==> config.mk <==
export PLATFORM = sky130hd
export DESIGN_NAME = hex_display_ctrl
export DESIGN_NICKNAME = d
export VERILOG_FILES = /design/src/rtl/hex_display_ctrl.sv
export SDC_FILE = /design/constraint.sdc
export NUM_CORES = 1
export LEC_CHECK = 0
export CAP_MARGIN = 40
export CORE_MARGIN = 4
export CORE_UTILIZATION = 35
export CTS_BUF_LIST = sky130_fd_sc_hd__clkbuf_8
export CTS_CLUSTER_SIZE = 28
export DETAILED_ROUTE_END_ITERATION = 8
export PLACE_DENSITY = 0.6
export SKIP_LAST_GASP = 1
export SLEW_MARGIN = 20
export SYNTH_ARGS = -nofsm -noshare
export SYNTH_HDL_FRONTEND = slang
export SYNTH_SLANG_ARGS = --single-unit
==> constraint.sdc <==
create_clock -name clk -period 3.85 [get_ports clk]
set_clock_uncertainty 0.15 [all_clocks]
set_input_delay 0.77 -clock clk [delete_from_list [all_inputs] [get_ports clk]]
set_output_delay 0.77 -clock clk [all_outputs]
set_load 0.01 [all_outputs]
==> src/rtl/hex_display_ctrl.sv <==
// hex_display_ctrl: Avalon-MM controller for up to eight active-low 7-segment digits.
// Define HEX_DISPLAY_BLINK_EN to build the BLINK/BLINK_DIV registers and the blink prescaler.
module hex_digit_lane (
   input  logic       clk,
   input  logic       reset,
   input  logic [3:0] nibble,
   input  logic       dark,
   output logic [6:0] seg
);
   logic [6:0] pat;

   // active-low gfedcba patterns
   always_comb begin
      pat = 7'h7F;
      case (nibble)
         4'h0: pat = 7'h40;
         4'h1: pat = 7'h79;
         4'h2: pat = 7'h24;
         4'h3: pat = 7'h30;
         4'h4: pat = 7'h19;
         4'h5: pat = 7'h12;
         4'h6: pat = 7'h02;
         4'h7: pat = 7'h78;
         4'h8: pat = 7'h00;
         4'h9: pat = 7'h10;
         4'hA: pat = 7'h08;
         4'hB: pat = 7'h03;
         4'hC: pat = 7'h46;
         4'hD: pat = 7'h21;
         4'hE: pat = 7'h06;
         4'hF: pat = 7'h0E;
         default: pat = 7'h7F;
      endcase
   end

   always_ff @(posedge clk) begin
      if (reset) seg <= 7'h7F;
      else       seg <= dark ? 7'h7F : pat;
   end
endmodule

module hex_display_ctrl #(
   parameter int          NUM_DIGITS      = 8,
   parameter logic [31:0] BLINK_DIV_RESET = 32'd25000000
) (
   input  logic                    clk,
   input  logic                    reset,
   input  logic [2:0]              avs_address,
   input  logic                    avs_write,
   input  logic [31:0]             avs_writedata,
   input  logic                    avs_read,
   output logic [31:0]             avs_readdata,
   output logic [7*NUM_DIGITS-1:0] hex_out
);
   localparam int DW = 4*NUM_DIGITS;

   logic [NUM_DIGITS-1:0][3:0] data;
   logic [NUM_DIGITS-1:0]      blank, blink, lz_dark, dark;
   logic                       lzs, blink_phase, seen;
   logic [31:0]                blink_div_rd, rd_mux;

   always_ff @(posedge clk) begin
      if (reset) begin
         data         <= '0;
         blank        <= '0;
         lzs          <= 1'b0;
         avs_readdata <= '0;
      end else begin
         if (avs_write) begin
            case (avs_address)
               3'd0:    data  <= avs_writedata[DW-1:0];
               3'd1:    blank <= avs_writedata[NUM_DIGITS-1:0];
               3'd3:    lzs   <= avs_writedata[0];
               default: ;
            endcase
         end
         // register file is sampled before this edge's write lands
         if (avs_read) avs_readdata <= rd_mux;
      end
   end

`ifdef HEX_DISPLAY_BLINK_EN
   logic [31:0] blink_div, blink_cnt;

   always_ff @(posedge clk) begin
      if (reset) begin
         blink       <= '0;
         blink_div   <= BLINK_DIV_RESET;
         blink_cnt   <= BLINK_DIV_RESET;
         blink_phase <= 1'b0;
      end else begin
         if (avs_write && avs_address == 3'd2) blink <= avs_writedata[NUM_DIGITS-1:0];
         // a BLINK_DIV write restarts the half-period, even on a reload cycle
         if (avs_write && avs_address == 3'd4) begin
            blink_div   <= avs_writedata;
            blink_cnt   <= avs_writedata;
            blink_phase <= 1'b0;
         end else if (blink_div == 32'd0) begin
            blink_cnt   <= 32'd0;
            blink_phase <= 1'b0;
         end else if (blink_cnt == 32'd0) begin
            blink_cnt   <= blink_div;
            blink_phase <= ~blink_phase;
         end else begin
            blink_cnt   <= blink_cnt - 32'd1;
         end
      end
   end

   assign blink_div_rd = blink_div;
`else
   assign blink        = '0;
   assign blink_phase  = 1'b0;
   assign blink_div_rd = '0;
`endif

   // digit i is a leading zero if it and every digit above it are zero
   always_comb begin
      seen    = 1'b0;
      lz_dark = '0;
      for (int i = NUM_DIGITS-1; i >= 0; i--) begin
         if (data[i] != 4'h0 || i == 0) seen = 1'b1;
         lz_dark[i] = lzs && !seen;
      end
   end

   assign dark = blank | lz_dark | (blink & {NUM_DIGITS{blink_phase}});

   always_comb begin
      rd_mux = '0;
      case (avs_address)
         3'd0:    rd_mux[DW-1:0]         = data;
         3'd1:    rd_mux[NUM_DIGITS-1:0] = blank;
         3'd2:    rd_mux[NUM_DIGITS-1:0] = blink;
         3'd3:    rd_mux[0]              = lzs;
         3'd4:    rd_mux                 = blink_div_rd;
         3'd5:    rd_mux[0]              = blink_phase;
         default: rd_mux                 = '0;
      endcase
   end

   for (genvar i = 0; i < NUM_DIGITS; i++) begin : g_lane
      hex_digit_lane u_lane (
         .clk    (clk),
         .reset  (reset),
         .nibble (data[i]),
         .dark   (dark[i]),
         .seg    (hex_out[7*i +: 7])
      );
   end
endmodule

==> summary.md <==
| Metric | Value |
|---|---|
| Gpl congestion | `~0.82` |
| Port Buffers | `126` |
| Setup ws final | `between 1000 and 1500 ps` |
| Sequential Power Share | `0.489` |
| Yosys warning count | `0` |
| # diodes | `0` |
| I/O Pins | `between 100 and 150` |
| Initial core utilization | `0.360` |
| Vias per std cell | `4.82` |
| Critical path type | `flop to flop` |
| Share of cells above drive strength 1 | `0.0710` |
| Mux share of post-synthesis cell area | `0.0382` |
| Peak supply drop | `between 0.2 and 0.3 mV` |
| Synth Area in Adders | `0.0871` |
| DRC | `0` |
| Fin Hold WS | `between 300 and 400 ps` |
| H-tree Lvls | `4` |
| Setup Fix Bufs, Post-CTS | `0` |
| Count of different cell masters after synthesis | `39` |
| Die ar. | `about 19,000 sq um` |
| Post-Synth XOR/XNOR Area | `0` |
| Number of hold buffers added after CTS | `0` |
| Int Pwr | `roughly 2.2 mW` |
| Area occupied by multi-input gates | `3160 sq um` |
| Clock power frac | `0.405` |
| Core area | `around 17,000 sq um` |
| Avg Cell Area, Syn | `a little over 8 sq um` |
| Setup TNS | `0 ps` |
| RSZ-0062 raised after global routing | `no` |
| Post-Place Setup Slack | `828 ps` |
| Slew headroom | `0.449` |
| First-pass GRT wire length | `~26 mm` |
| Most common cell after layout, fill and taps aside | `dfxtp_1` |
| Worst setup path start | `data[29]` |
| Crit Path Max Fanout | `8` |
| Leakage power | `between 2 and 3 nW` |
| Final-stage net count | `around 900` |
| CP arrival | `roughly 2800 ps` |
| GRT Total Usage | `0.163` |
| Initial antenna violation count | `0` |
| Hold_sp | `avs_readdata[0]` |
| 1st-iter DRT viols | `around 320` |
| Via count | `a little over 5,000` |
| Clock Path Buffers | `2` |
| Reg2Reg Launch Point | `data[29]` |
| R2R depth | `6` |
| Worst-Margin Slew | `820 ps` |
| Register area share after synthesis | `0.428` |
| Fmax | `377 MHz` |
| Final Cycle Share | `0.689` |
| Ys async rst share | `0` |
| PwrDens | `around 370 nW/um^2` |
| Vias in the first global route | `approximately 5,000` |
| Register area | `between 2000 and 3000 sq um` |
| Synth Instances | `between 700 and 800` |
| Die H | `between 100 and 150 um` |
| FILL cells | `1,625` |
| Most frequent cells in the layout | `dfxtp_1, clkdlybuf4s50_1, nand2_1` |
| Slew Limit Fails | `0` |
| Critical Path End Type | `flop` |
| Final HPWL from detailed placement | `around 11 mm` |
| ANT nets after route | `0` |
| Run status | `finished clean` |
| Num CTS Buffers | `17` |
| Clock sinks | `129` |
| Post-CTS Resized | `0` |
| Post-Route WL | `around 15 mm` |
| Final hold violation count | `0` |
| Seq cells post-synth | `between 100 and 150` |
| Post-Synth Simple-Gate Area | `0.221` |
| Top_reg_cell synth | `dfxtp_1` |
| Combinational share of power | `0.106` |
| Die W | `between 100 and 150 um` |
| Mapped Nets | `807` |
| Total grt overflow | `0` |
| Area Growth Syn to Fin | `30.2%` |
| CTS root buffer | `clkbuf_8` |
| Largest net degree at the start of global routing | `34` |
| Insertion delay to the later sink of the worst-skew pair | `between 400 and 500 ps` |
| Max-Cap Viols | `0` |
| Net Switching | `0.712 mW` |
| Switching Share | `0.245` |
| Num rows | `47` |
| Mapped Area | `about 6000 sq um` |
| Final Setup Violations | `0` |
| Hold WC Path Type | `flop to flop` |
| Largest family of logic cells by synthesized area | `simple AND/OR/NAND/NOR gates` |
| CTS clk-pin slew, worst paths | `70 ps` |
| Post-synth EDFFs | `0` |
| TritonCTS clock tree | `built` |
| Drt first pass iters | `4` |
| Post-synthesis compound-gate area fraction | `0.174` |
| Wire per inst | `14.4 um` |
| Worst Path Required | `3940 ps` |
| Tmin final | `2650 ps` |
| WHS Path Cells | `2` |
| Startpoint Class | `flop` |
-- Yosys cell counts (all sizes together) (14+ instances only) --
library cell,number,area share
nor2,71,0.044
nand2b,16,0.017
clkbuf,40,0.025
ha,42,0.087
o311ai,19,0.028
nand2,123,0.077
a21oi,77,0.064
dfxtp,129,0.43
o21ai,31,0.026
inv,28,0.017
mux2i,14,0.023
o211ai,21,0.026
nor2b,39,0.040
-- flip-flops by register name (all words and copies together) (netlist names) --
signal,flops
g_lane.u_lane.seg,56
avs_readdata,32
data,32
blank,8
lzs,1
-- final timing paths --
path,end,slack [ps]
max,g_lane[5].u_lane.seg[3],1200
min reg2reg,avs_readdata[0],320
max reg2reg,g_lane[5].u_lane.seg[3],1200
min,avs_readdata[0],320
-- through the flow --
stage	power, mW	cell area (sq um)	util	instances
after CTS	2.95	7850	0.469	1065
final	2.90	7850	0.469	1065
after detailed placement	1.76	7460	0.445	1033
after floorplan	1.59	6030	-	726
after global routing	3.04	7850	0.469	1065
after global placement	1.76	7450	0.445	1032
-- cells by family after synthesis --
logic type	after synthesis
DFF	129
muxes	22
and+or+nand+nor	284
buffers and inverters	78
AOI/OAI and AO/OA	171
adders and majority gates	42
-- critical path, cell delays in order, from the launching register on --
cell and delay (ps):
dfxtp_1 490, inv_1 110, ha_1 250, nor4bb_4 190, and3_1 230, a211oi_1 650, o311ai_0 390
-- power groups by stage --
stage | logic, mW | clock network, mW | registers, mW
after global routing | 0.340 | 1.27 | 1.43
after detailed placement | 0.311 | 0 | 1.45
after global placement | 0.312 | 0 | 1.45
final | 0.308 | 1.18 | 1.42
after floorplan | 0.124 | 0 | 1.46
after CTS | 0.313 | 1.21 | 1.42
-- routing by layer --
metal  global-route usage  share of wire
met1                0.213           0.47
met2                0.257           0.46
met3               0.0511          0.057
met4               0.0510          0.014
met5                    0              0
-- final cells by class --
class                           instances  area share
Clock buffer                           18      0.0315
Tap cell                              220      0.0351
Clock inverter                         14      0.0190
Sequential cell                       129       0.329
Multi-Input combinational cell        519       0.402
Inverter                               28      0.0134
Timing Repair Buffer                  137       0.170
(Power assumes the default switching activity.)
